===== config.mk =====
export PLATFORM = sky130hd
export DESIGN_NAME = video_path_sequencer
export DESIGN_NICKNAME = d
export VERILOG_FILES = /design/src/rtl/bkm_video_pkg.sv /design/src/rtl/sync_edge_detect.sv /design/src/rtl/video_path_sequencer.sv
export SDC_FILE = /design/constraint.sdc
export NUM_CORES = 1
export LEC_CHECK = 0
export CAP_MARGIN = 20
export CORE_MARGIN = 8
export CORE_UTILIZATION = 45
export DETAILED_ROUTE_END_ITERATION = 8
export HOLD_SLACK_MARGIN = 0.08
export PLACE_DENSITY = 0.71
export SYNTH_ARGS = -nofsm -noshare
export SYNTH_HDL_FRONTEND = slang
export SYNTH_HIERARCHICAL = 1
export SYNTH_SLANG_ARGS = --single-unit

===== constraint.sdc =====
create_clock -name clk_50mhz_in -period 2.5 [get_ports clk_50mhz_in]
set_input_delay 0.5 -clock clk_50mhz_in [delete_from_list [all_inputs] [get_ports clk_50mhz_in]]
set_output_delay 0.5 -clock clk_50mhz_in [all_outputs]
set_load 0.01 [all_outputs]

===== src/rtl/bkm_video_pkg.sv =====
// rtl/bkm_video_pkg.sv - shared state encoding and constants for the video output path
package bkm_video_pkg;

  typedef enum logic [1:0] {
    NO_SIGNAL = 2'd0,
    MUTE      = 2'd1,
    ACQUIRE   = 2'd2,
    LOCKED    = 2'd3
  } vps_state_e;

  localparam logic [7:0] FORMAT_UNKNOWN       = 8'h00;
  localparam logic [7:0] HD_THRESHOLD_DEFAULT = 8'h05;

  function automatic logic [7:0] sat_inc8(input logic [7:0] v);
    return (v == 8'hFF) ? v : v + 8'd1;
  endfunction

endpackage


===== src/rtl/sync_edge_detect.sv =====
// rtl/sync_edge_detect.sv - 2-FF synchronizer with registered falling-edge pulse
module sync_edge_detect #(
  parameter logic IDLE_LEVEL = 1'b1
) (
  input  logic clk,
  input  logic rst_n,
  input  logic async_in,
  output logic fall_pulse
);

  logic meta_q;
  logic sync_q;
  logic prev_q;

  // Idle-level reset keeps a released reset from looking like an edge.
  always_ff @(posedge clk or negedge rst_n) begin
    if (!rst_n) begin
      meta_q     <= IDLE_LEVEL;
      sync_q     <= IDLE_LEVEL;
      prev_q     <= IDLE_LEVEL;
      fall_pulse <= 1'b0;
    end else begin
      meta_q     <= async_in;
      sync_q     <= meta_q;
      prev_q     <= sync_q;
      fall_pulse <= prev_q & ~sync_q;
    end
  end

endmodule


===== src/rtl/video_path_sequencer.sv =====
// rtl/video_path_sequencer.sv - mutes video output until sync is stable and the format is locked
module video_path_sequencer
  import bkm_video_pkg::*;
#(
  parameter int         STABLE_FRAMES = 3,
  parameter int         MUTE_CYCLES   = 500000,
  parameter int         VSYNC_TIMEOUT = 2500000,
  parameter logic [7:0] HD_THRESHOLD  = HD_THRESHOLD_DEFAULT
) (
  input  logic       clk_50mhz_in,
  input  logic       reset_x,
  input  logic       signal_present_in,
  input  logic       vsync_in_x,
  input  logic [7:0] video_format_in,
  input  logic       rgb_comp_x,
  input  logic       int_ext_x,
  input  logic       apt_on,
  input  logic       video_oe_x_in,
  output logic       video_oe_x_out,
  output logic       norm_y_g,
  output logic       format_locked,
  output logic [7:0] locked_format,
  output logic [7:0] relock_count
);

  localparam int MW = $clog2(MUTE_CYCLES + 1);
  localparam int TW = $clog2(VSYNC_TIMEOUT + 1);
  localparam int FW = $clog2(STABLE_FRAMES + 1);
  localparam logic [MW-1:0] MUTE_LOAD  = MW'(MUTE_CYCLES - 1);
  localparam logic [TW-1:0] TMO_MAX    = TW'(VSYNC_TIMEOUT - 1);
  localparam logic [FW-1:0] FRAME_LAST = FW'(STABLE_FRAMES - 1);

  vps_state_e    state, state_d;
  logic [MW-1:0] mute_cnt, mute_d;
  logic [TW-1:0] tmo_cnt, tmo_d;
  logic [FW-1:0] frame_cnt, frame_d;
  logic [7:0]    cand, cand_d;
  logic [7:0]    lf_d, rc_d;
  logic          oe_d, norm_d;
  logic          vsync_edge;
  logic          tmo;

  sync_edge_detect #(.IDLE_LEVEL(1'b1)) u_vsync_sync (
    .clk        (clk_50mhz_in),
    .rst_n      (reset_x),
    .async_in   (vsync_in_x),
    .fall_pulse (vsync_edge)
  );

  assign tmo = (tmo_cnt == TMO_MAX);

  always_comb begin
    state_d = state;
    mute_d  = mute_cnt;
    tmo_d   = tmo ? tmo_cnt : tmo_cnt + TW'(1);
    frame_d = frame_cnt;
    cand_d  = cand;
    lf_d    = locked_format;
    rc_d    = relock_count;

    case (state)
      NO_SIGNAL: begin
        if (signal_present_in) begin
          state_d = MUTE;
          mute_d  = MUTE_LOAD;
        end
      end
      MUTE: begin
        if (mute_cnt == '0) begin
          state_d = ACQUIRE;
          cand_d  = video_format_in;
          frame_d = '0;
        end else begin
          mute_d = mute_cnt - MW'(1);
        end
      end
      ACQUIRE: begin
        // A vsync edge is proof of life, so it outranks a coincident timeout.
        if (vsync_edge) begin
          if (video_format_in == cand && cand != FORMAT_UNKNOWN) begin
            if (frame_cnt == FRAME_LAST) begin
              state_d = LOCKED;
              lf_d    = cand;
              rc_d    = sat_inc8(relock_count);
              frame_d = '0;
            end else begin
              frame_d = frame_cnt + FW'(1);
            end
          end else begin
            cand_d  = video_format_in;
            frame_d = '0;
          end
        end else if (tmo) begin
          state_d = MUTE;
          mute_d  = MUTE_LOAD;
        end
      end
      LOCKED: begin
        if (vsync_edge) begin
          if (video_format_in != locked_format) begin
            state_d = MUTE;
            mute_d  = MUTE_LOAD;
          end
        end else if (tmo) begin
          state_d = MUTE;
          mute_d  = MUTE_LOAD;
        end
      end
      default: state_d = NO_SIGNAL;
    endcase

    if (vsync_edge || state_d != state) tmo_d = '0;

    // Signal loss aborts everything, including a lock decided this same cycle.
    if (!signal_present_in) begin
      state_d = NO_SIGNAL;
      mute_d  = '0;
      tmo_d   = '0;
      frame_d = '0;
      cand_d  = FORMAT_UNKNOWN;
      lf_d    = locked_format;
      rc_d    = relock_count;
    end

    oe_d = (state_d == LOCKED) ? video_oe_x_in : 1'b1;
    if (apt_on)
      norm_d = 1'b1;
    else if (state_d == LOCKED)
      norm_d = rgb_comp_x ? int_ext_x : (lf_d > HD_THRESHOLD);
    else
      norm_d = norm_y_g;
  end

  always_ff @(posedge clk_50mhz_in or negedge reset_x) begin
    if (!reset_x) begin
      state          <= NO_SIGNAL;
      mute_cnt       <= '0;
      tmo_cnt        <= '0;
      frame_cnt      <= '0;
      cand           <= FORMAT_UNKNOWN;
      locked_format  <= FORMAT_UNKNOWN;
      relock_count   <= 8'd0;
      video_oe_x_out <= 1'b1;
      norm_y_g       <= 1'b0;
      format_locked  <= 1'b0;
    end else begin
      state          <= state_d;
      mute_cnt       <= mute_d;
      tmo_cnt        <= tmo_d;
      frame_cnt      <= frame_d;
      cand           <= cand_d;
      locked_format  <= lf_d;
      relock_count   <= rc_d;
      video_oe_x_out <= oe_d;
      norm_y_g       <= norm_d;
      format_locked  <= (state_d == LOCKED);
    end
  end

endmodule

Word level (Yosys, flattened, before mapping):

Index checks and enable logic that the tools add are counted.

* bits in read-only memories: 0
* logic and storage cells: 90
* register bits: 76
* latch bits: 0
* memory bits (writable): 0
* output and inout port bits: 19
* input port bits: 16
* memories kept: 0

* multipliers: 0
* bitwise gates (word level): 3
* order comparisons: 1
* reductions and logical operators: 10
* shift-type cells: 0
* add/subtract/negate cells: 4
* divide/modulo/power cells: 0
* mux-type cells: 40
* equality and inequality tests: 18

Operators by type and width (number)
* $mux 19: 6
* $pmux 19 s4: 1
* $mux 8: 9
* $mux 22: 3
* $mux 2: 14
* $add 22x1->22 const B: 1
* $eq 22x22->1 const B: 1
* $logic_not 19->1: 1
* $sub 19x1->19 const B: 1
* $pmux 8 s2: 1
* $ne 3x3->1 const B: 4
* $add 8x1->8 const B: 1
* $eq 2x2->1 const B: 4
* $eq 8x8->1: 1
* $eq 8x8->1 const B: 1
* $gt 8x3->1 const B: 1
* $ne 8x8->1: 1
* $pmux 2 s4: 1
* $reduce_bool 8->1: 1
* $ne 3x2->1 const B: 2
* $reduce_and 3->1: 2
* $reduce_and 6->1: 1
* $mux 1: 4
* $ne 4x4->1 const B: 1
* 12 further kinds: 13

Longest topological paths before layout:

Gate-level depths: netlist of run 1.

* depth in word-level cells: 10
* mapped depth: 9
* mapped depth without buffers: 8

Cells and area by module:

The synthesis of run 1 kept the hierarchy.

By module, submodules not included
* video_path_sequencer: sequential area each 1803.0 um^2, area an instance 3991.3 um^2, times used 1, cells an instance 411
* sync_edge_detect: sequential area each 103.8 um^2, area an instance 117.6 um^2, times used 1, cells an instance 5

Worst setup path before layout of run 1:

No wires, ideal clock.

* path kind: input to register
* start point: input port video_format_in[0]
* end point: register relock_count[1]
* data required time: 2375 ps
* setup time: 125 ps
* slack: 330 ps
* path buffers: 0
* data arrival time: 2045 ps
* stages: 5
* cell sequence: xor2_1 -> nor4_1 -> nand4_1 -> a31oi_2 -> mux2_2

* word-level cells in the longest chain between the ends: 3

Ends and longest elaborated chain
* start, declared: RTL line video_path_sequencer.sv:14 `input logic [7:0] video_format_in,`
* $eq 8x8->1: RTL line video_path_sequencer.sv:80 `if (video_format_in == cand && cand != FORMAT_UNKNOWN) begin`
* $logic_and 1x1->1: RTL line video_path_sequencer.sv:80
* $reduce_and 6->1 (no line)
* end signal, assigned: RTL line video_path_sequencer.sv:153 `relock_count <= rc_d;`
* end, declared: RTL line video_path_sequencer.sv:23 `output logic [7:0] relock_count`

Every way passes these cells.
A chain may end at the register's enable or synchronous reset.

Final worst setup path of run 1:

* start point: register tmo_cnt[0]
* end point: register mute_cnt[18]

* word-level cells in the longest chain between the ends: 5
* elaborated cells on any way between the ends: 6
* classes of those cells: eq/ne (1); mux (5)

Ends and longest elaborated chain
* start, declared: RTL line video_path_sequencer.sv:35 `logic [TW-1:0] tmo_cnt, tmo_d;`
* start signal, assigned: RTL line video_path_sequencer.sv:149 `tmo_cnt <= tmo_d;`
* $eq 22x22->1 *: RTL line video_path_sequencer.sv:50 `assign tmo = (tmo_cnt == TMO_MAX);`
* $mux 19 *
* $mux 19, on equally long branches
* $pmux 19 s4 *
* $mux 19 *
* end signal, assigned: RTL line video_path_sequencer.sv:148 `mute_cnt <= mute_d;`
* end, declared: RTL line video_path_sequencer.sv:34 `logic [MW-1:0] mute_cnt, mute_d;`

Every way passes the cells marked *; elsewhere a longest branch is shown, timed or not. The select of a mux whose other input is x is not followed.

==> qor.txt, run 1 <==
Clock skew = 0.0137 ns
DP Cell Count = 574
Final worst path period share = 93.5%
Top Ports = 35
Met2 Use GR = 25.1%
Starting Density = 45.3%
Average size of a mapped cell = 9.88 µm²
Sw power = 0.000689 W
Total grt overflow = 0
RSZ-0062 raised after global routing = false
NumNets Final = 493
Synth-to-layout area growth = 19.8%
Flop pwr share = 49.4%
Pin count of the biggest net entering global routing = 45
Final setup margin = 0.163 ns
Power share of the combinational group = 10.1%
Die W = 112 µm
Util after Layout = 54.3%
Power Dens Cells = 536 mW/mm²
Switching part of the total = 26.1%
# fillers = 803
DRC violations left = 0
Startpoint class of the critical path = flip-flop
CTS root buf = clkbuf_8
Power Internal = 0.00195 W
Port buffer count = 34
Max Transition Viols Final = 0
Antenna Cells = 0
GRT busiest layer = met2
Hold crit path type = input pin to asynchronous set/reset pin
Slew @ Worst Pin = 0.584 ns
Final hold violations = 0
Ys Warns = 6
Pleak = 2.06 nW
Per-cell routed wire length = 16.4 µm
WS Path Type = flip-flop to flip-flop
Setup crit end kind = flip-flop
R2r startpoint = tmo_cnt[0]
Sequential-to-total area share from yosys stat = 46.4%
TritonCTS Buffers = 9
Clk Latency, worst-skew pair = 0.36 ns
Via count of the first global-routing pass = 3,349
Global-route wire length before repair = 16.2 mm
H-tree depth = 3
Peak VDD IR = 0.000264 V
Hpwl dp = 6.89 mm
Critical path required time = 2.75 ns
Slew HR = 61.1%
Met3 usage = 4.87%
Setup WS pre-CTS = -0.165 ns
RD Place Congestion = 0.859
Tmin final = 2.34 ns
Clock-pin slew on the worst setup and hold paths = 0.09 ns
Die ar. = 0.0124 mm²
Share of cells above drive strength 1 = 15.0%
RR Endpoint = mute_cnt[18]
Synth Instances = 416
Row Count = 35
Post-synth EDFFs = 0
Max cap viols = 0
CTS Buffer Depth = 2
Clock sinks = 76
Setup TNS = 0 ns
Main flop type after synthesis = dfrtp_1
Final WL = 9.67 mm
Die height = 112 µm
Fin cells = 590
Core area = 0.00906 mm²
Antenna violations before repair = 0
Syn Nets = 435
GRT met1 Usage = 19.9%
Flop2flop setup slack = 0.16 ns
Number of cells on the worst reg-to-reg path = 7
TritonRoute pass-1 iters = 4
Post-DRT Antenna Nets = 0
Final Power = 0.00264 W
Iteration-0 DRC count of the detailed router = 165
Max Clk Rate = 428 MHz
Status = complete, no violations
Ys async rst share = 100%
#FFs+latches synth = 76
Clk pwr share = 40.4%
Setup Viol. Count Final = 0
CTS tree = yes
Worst EP arrival = 2.59 ns
CTS Hold Bufs = 0
Vias per std cell = 5.67
Yosys cell types = 66
Vias = 3,345
Area of the mapped netlist = 0.00411 mm²
Crit Path Max Fanout = 9
GRT Overall Usage = 15.8%
[stage by stage]
stage	instance area (µm²)	hold WS [ns]
final	4920	0.138
after global routing	4920	0.185
after floorplan	4110	0.204
after CTS	4920	0.166
after detailed placement	4690	0.353
after global placement	4690	0.347
[flip-flops by register name (all words and copies together) (netlist names)]
name                     cells
cand                         8
video_oe_x_out               1
mute_cnt                    19
frame_cnt                    2
norm_y_g                     1
u_vsync_sync/prev_q          1
u_vsync_sync/sync_q          1
format_locked                1
relock_count                 8
u_vsync_sync/meta_q          1
locked_format                8
tmo_cnt                     22
state                        2
u_vsync_sync/fall_pulse      1
[worst max-delay path by stage]
stage | start | end | slack [ns] | cells past startpoint
6_report | tmo_cnt[0] | mute_cnt[18] | 0.16 | 7
2_1_floorplan | video_format_in[0] | relock_count[1] | 0.33 | 5
3_3_place_gp | video_format_in[0] | frame_cnt[0] | -0.17 | 8
5_1_grt | tmo_cnt[0] | mute_cnt[18] | 0.008 | 7
4_1_cts | tmo_cnt[0] | mute_cnt[18] | 0.16 | 7
3_5_place_dp | video_format_in[1] | norm_y_g | -0.17 | 8
[synthesized netlist by cell type (2+ instances only)]
cell | n | area share, %
dfrtp_1 | 72 | 44
nor2_1 | 48 | 4.4
nand2_1 | 37 | 3.4
xor2_1 | 28 | 6.0
o21ai_0 | 18 | 2.2
nand3_1 | 17 | 2.1
a21oi_1 | 16 | 1.9
inv_1 | 16 | 1.5
nand4_1 | 16 | 2.4
xnor2_1 | 14 | 3.0
nor3_1 | 11 | 1.3
mux2i_1 | 10 | 2.4
nor4_1 | 8 | 1.2
a211oi_1 | 7 | 1.3
clkbuf_1 | 7 | 0.64
and3_1 | 6 | 0.91
a31oi_1 | 4 | 0.61
and4_1 | 4 | 0.85
dfstp_2 | 4 | 2.6
nand3b_1 | 4 | 0.73
a211o_1 | 3 | 0.64
a311oi_1 | 3 | 0.64
buf_2 | 3 | 0.37
clkbuf_8 | 3 | 1.0
ha_1 | 3 | 0.91
nand2b_1 | 3 | 0.46
nor3b_1 | 3 | 0.55
o211ai_1 | 3 | 0.55
o21a_1 | 3 | 0.55
or3_1 | 3 | 0.46
and2_1 | 2 | 0.30
o21ai_1 | 2 | 0.24
o31ai_1 | 2 | 0.37
[critical path, cell delays in order, from the launching register on]
cell,delay (ns)
dfrtp_1,0.43
ha_1,0.26
and4_1,0.25
nand4_1,0.19
o211ai_4,0.30
o211a_1,0.42
a21oi_1,0.12
a311oi_1,0.26
[logic make-up after synthesis]
group / Yosys count / share of synthesized area [%]
buffers and inverters: 30 / 3.75
muxes: 11 / 2.71
AOI/OAI and AO/OA: 75 / 13.5
xor gates and xnor gates: 42 / 8.95
adders and majority gates: 3 / 0.914
DFF: 76 / 46.4
and+or+nand+nor: 179 / 23.8
[per-layer routing]
metal	vias to the layer above	share of wire (%)	routed length (µm)
met2	79	47	4530
met1	1645	46	4440
met4	0	1.5	147
li1	1609	-	-
met3	12	5.7	550
met5	-	0	0
[power by group through the flow]
stage          sequential [W]  clock [W]  combinational, W
2_1_floorplan         0.00132          0          0.000159
3_5_place_dp          0.00133          0          0.000267
6_report              0.00130    0.00107          0.000268
3_3_place_gp          0.00133          0          0.000262
5_1_grt               0.00131    0.00113          0.000298
4_1_cts               0.00130    0.00108          0.000270
[final cells by class]
type / instances / area, µm² / share of cell area, %
multi-input combinational: 310 / 2050 / 41.7
sequential: 76 / 1910 / 38.7
timing repair buffer: 61 / 541 / 11.0
tap: 111 / 139 / 2.82
clock buffer: 9 / 124 / 2.52
clock inverter: 7 / 97.6 / 1.98
inverter: 16 / 60.1 / 1.22
[cells in the final DEF, fill, tap and decap left out, drive strengths merged, types with 3 or more instances in the layout]
cell / n
a211oi: 7
ha: 3
and4: 4
a21oi: 16
nand4: 17
nand3: 17
xnor2: 14
and3: 6
nor4: 9
clkdlybuf4s50: 33
dfrtp: 72
o21a: 4
inv: 18
o21ai: 22
or4: 3
mux2i: 10
nor2: 49
buf: 28
nor3: 11
a311oi: 4
dfstp: 4
a31oi: 6
nand2b: 3
nand2: 37
or3: 4
a211o: 3
xor2: 28
o211ai: 4
nor3b: 4
clkbuf: 9
nand3b: 5
[timing repair]
item | 4_1_cts | 5_1_grt
setup endpoints to repair | 0 | 2
gates resized for setup | 0 | 1
setup buffers | 0 | 0
No activity file was read; power rests on OpenSTA's default activity.
==> run 2: changes to the inputs <==
--- a/config.mk
+++ b/config.mk
@@ -8,6 +8,7 @@
 export CAP_MARGIN = 20
 export CORE_MARGIN = 8
 export CORE_UTILIZATION = 45
+export CTS_CLUSTER_DIAMETER = 60
 export DETAILED_ROUTE_END_ITERATION = 8
 export HOLD_SLACK_MARGIN = 0.08
 export PLACE_DENSITY = 0.71
==> results of run 2 <==
Same layout as run 1: the final DEF is identical, and so are final timing and power.
==> run 3: changes to the inputs <==
--- a/config.mk
+++ b/config.mk
@@ -5,8 +5,7 @@
 export SDC_FILE = /design/constraint.sdc
 export NUM_CORES = 1
 export LEC_CHECK = 0
-export CAP_MARGIN = 20
-export CORE_MARGIN = 8
+export CAP_MARGIN = 15
 export CORE_UTILIZATION = 45
 export CTS_CLUSTER_DIAMETER = 60
 export DETAILED_ROUTE_END_ITERATION = 8
==> run 3 against run 2 <==
Against the previous run: clock power increased by 4%; fmax is 0.15% higher; power up 1.6%; die area is 24% lower; hold slack got worse by 0.0090 ns; worst setup slack improved by 0.0034 ns; clock skew grew 0.00053 ns; flip-flop and latch count did not move; sequential power barely moved; global-route usage rose by 4.4 points; core utilization rose by 1.8 points; critical endpoint is now mute_cnt[6].
==> qor.txt, run 3 (same netlist as run 1, synthesis figures left out) <==
Status = complete, no violations
Fin area = 0.00492 mm² (about the same)
CTS Buffer Depth = 2 (unchanged)
Vias = 3,285 (-1.8%)
RD Place Congestion = 0.837 (-2.6%)
Commonest non-fill, non-tap cells in the layout = 72 x dfrtp_1, 48 x nor2_1, 37 x nand2_1
CTS tree = yes
Top Ports = 35 (unchanged)
Post-DRT Antenna Nets = 0 (unchanged)
Commonest non-fill, non-tap cell in the layout = dfrtp_1
Clock skew = 0.0142 ns (+0.000530 ns)
H-tree depth = 3 (unchanged)
Power Dens Cells = 545 mW/mm² (+1.7%)
Top Family by Delay on Critical Path = simple AND/OR/NAND/NOR gates
Max cap viols = 0 (unchanged)
Critical path required time = 2.76 ns (about the same)
Final WL = 8.85 mm (-8.5%)
Startpoint class of the critical path = input pin
Worst path cell trace = clkdlybuf4s50_1 > buf_4 > xor2_1 > nor4_1 > nand3_1 > buf_4 > a21oi_1 > or4b_2 > a21oi_1
WS Path Type = input pin to flip-flop
Crit Path Max Fanout = 3 (-6)
Max Clk Rate = 428 MHz (+0.15%)
Per-cell routed wire length = 15.2 µm (-7.1%)
NumNets Final = 488 (-1.0%)
Via count of the first global-routing pass = 3,283 (-2.0%)
Hold crit path type = input pin to asynchronous set/reset pin
DRC violations left = 0 (unchanged)
Setup Viol. Count Final = 0 (unchanged)
Vias per std cell = 5.65 (-0.27%)
Sw power = 0.000613 W (-11%)
Iteration-0 DRC count of the detailed router = 151 (-8.5%)
Total grt overflow = 0 (unchanged)
CTS Hold Bufs = 0 (unchanged)
Tmin final = 2.33 ns (-0.00341 ns)
Largest stage delay on the critical path = 0.63 ns (+0.20 ns)
Worst EP arrival = 2.59 ns (about the same)
Slew HR = 64.1% (+3.1 points)
Pleak = 2.06 nW (-0.33%)
TritonCTS Buffers = 9 (unchanged)
Clock-pin slew on the worst setup and hold paths = 0.08 ns (about the same)
Pin count of the biggest net entering global routing = 40 (-11%)
Share of cells above drive strength 1 = 13.5% (-1.5 points)
Placed Area = 0.00468 mm² (-0.35%)
GRT Overall Usage = 20.2% (+4.4 points)
Global-route wire length before repair = 15.7 mm (-3.1%)
Antenna Cells = 0 (unchanged)
Top reg by flops = tmo_cnt
Slew @ Worst Pin = 0.533 ns (-0.0503 ns)
Synth-to-layout area growth = 19.7% (about the same)
Die height = 97.6 µm (-13%)
Clock sinks = 76 (unchanged)
Row Count = 34 (-2.9%)
Final worst path period share = 93.4% (-0.14 points)
Core area = 0.00876 mm² (-3.3%)
Post-cts sizing count = 0 (unchanged)
Die ar. = 0.00952 mm² (-24%)
Max reg flops = 22 (unchanged)
Hpwl dp = 6.42 mm (-6.8%)
Die W = 97.6 µm (-13%)
Post CTS Setup Buffer Count = 0 (unchanged)
Biggest regs = tmo_cnt: 22 flops, mute_cnt: 19 flops
TritonRoute pass-1 iters = 5 (+1)
CP bufs+invs = 3 (+3)
Port buffer count = 34 (unchanged)
Final hold violations = 0 (unchanged)
Max Transition Viols Final = 0 (unchanged)
Power share of the combinational group = 9.9% (-0.2 points)
RSZ-0062 raised after global routing = false
Util after Layout = 56.1% (+1.8 points)
Number of cells on the worst reg-to-reg path = 10 (+3)
Switching part of the total = 22.9% (-3.3 points)
Levels on crit path = 9 (+2)
# fillers = 773 (-3.7%)
Power Internal = 0.00207 W (+6.1%)
Setup crit end kind = flip-flop
CTS root buf = clkbuf_8
Peak VDD IR = 0.000372 V (+41%)
Antenna violations before repair = 0 (unchanged)
Clk pwr share = 41.5% (+1.1 points)
Slowest library cell on the worst path = or4b_2
Starting Density = 46.9% (+1.6 points)
Clk Latency, worst-skew pair = 0.33 ns (-0.03 ns)
Flop pwr share = 48.7% (-0.7 points)
run 3: worst reg2reg max path, stage by stage, from the launching register on:
cell	delay, ns
dfrtp_1	0.34
inv_1	0.08
ha_1	0.24
nor3b_1	0.15
buf_4	0.15
nand3b_4	0.14
nor2_4	0.08
buf_4	0.16
a2111oi_2	0.49
a21oi_1	0.12
a211oi_1	0.28
run 3: final cells by class:
class	count	area (µm²)	area share, %
flip-flops and latches	76	1910	38.8
inverters	16	60.1	1.22
well taps	108	135	2.75
clock buffers	11	141	2.88
clock inverters	4	97.6	1.98
multi-input cells	310	2050	41.7
repair buffers	56	528	10.7
run 3: final timing paths:
kind | startpoint | to | slack, ns
max | video_format_in[5] | mute_cnt[6] | 0.17
min | reset_x | tmo_cnt[21] | 0.13
max reg2reg | mute_cnt[0] | mute_cnt[14] | 0.18
min reg2reg | u_vsync_sync/meta_q | u_vsync_sync/sync_q | 0.36
max in group asynchronous | reset_x | video_oe_x_out | 1.73
min in group clk_50mhz_in | u_vsync_sync/meta_q | u_vsync_sync/sync_q | 0.36
run 3: power groups by stage:
| stage | clock network [W] | logic (W) | registers, W |
|---|---|---|---|
| floorplan | 0 | 0.000159 | 0.00132 |
| global placement | 0 | 0.000260 | 0.00133 |
| detailed placement | 0 | 0.000267 | 0.00133 |
| CTS | 0.00114 | 0.000268 | 0.00130 |
| global route | 0.00119 | 0.000297 | 0.00131 |
| finish | 0.00111 | 0.000265 | 0.00130 |
run 3: stage by stage:
stage                     instances  worst slack (ns)  hold slack, ns  power, W  TNS (ns)
after floorplan                 416             0.330           0.204   0.00148         0
after global placement          566            -0.129           0.352   0.00158     -1.24
after detailed placement        566            -0.167           0.352   0.00159     -1.99
after CTS                       581             0.162           0.145   0.00271         0
after global routing            581            0.0202           0.161   0.00280         0
final                           581             0.166           0.129   0.00268         0
run 3: metal layers:
| layer | global-route usage (%) | part of all wire, % |
|---|---|---|
| met1 | 27.6 | 46 |
| met2 | 32.7 | 48 |
| met3 | 3.88 | 4.9 |
| met4 | 5.66 | 0.71 |
| met5 | 0 | 0 |
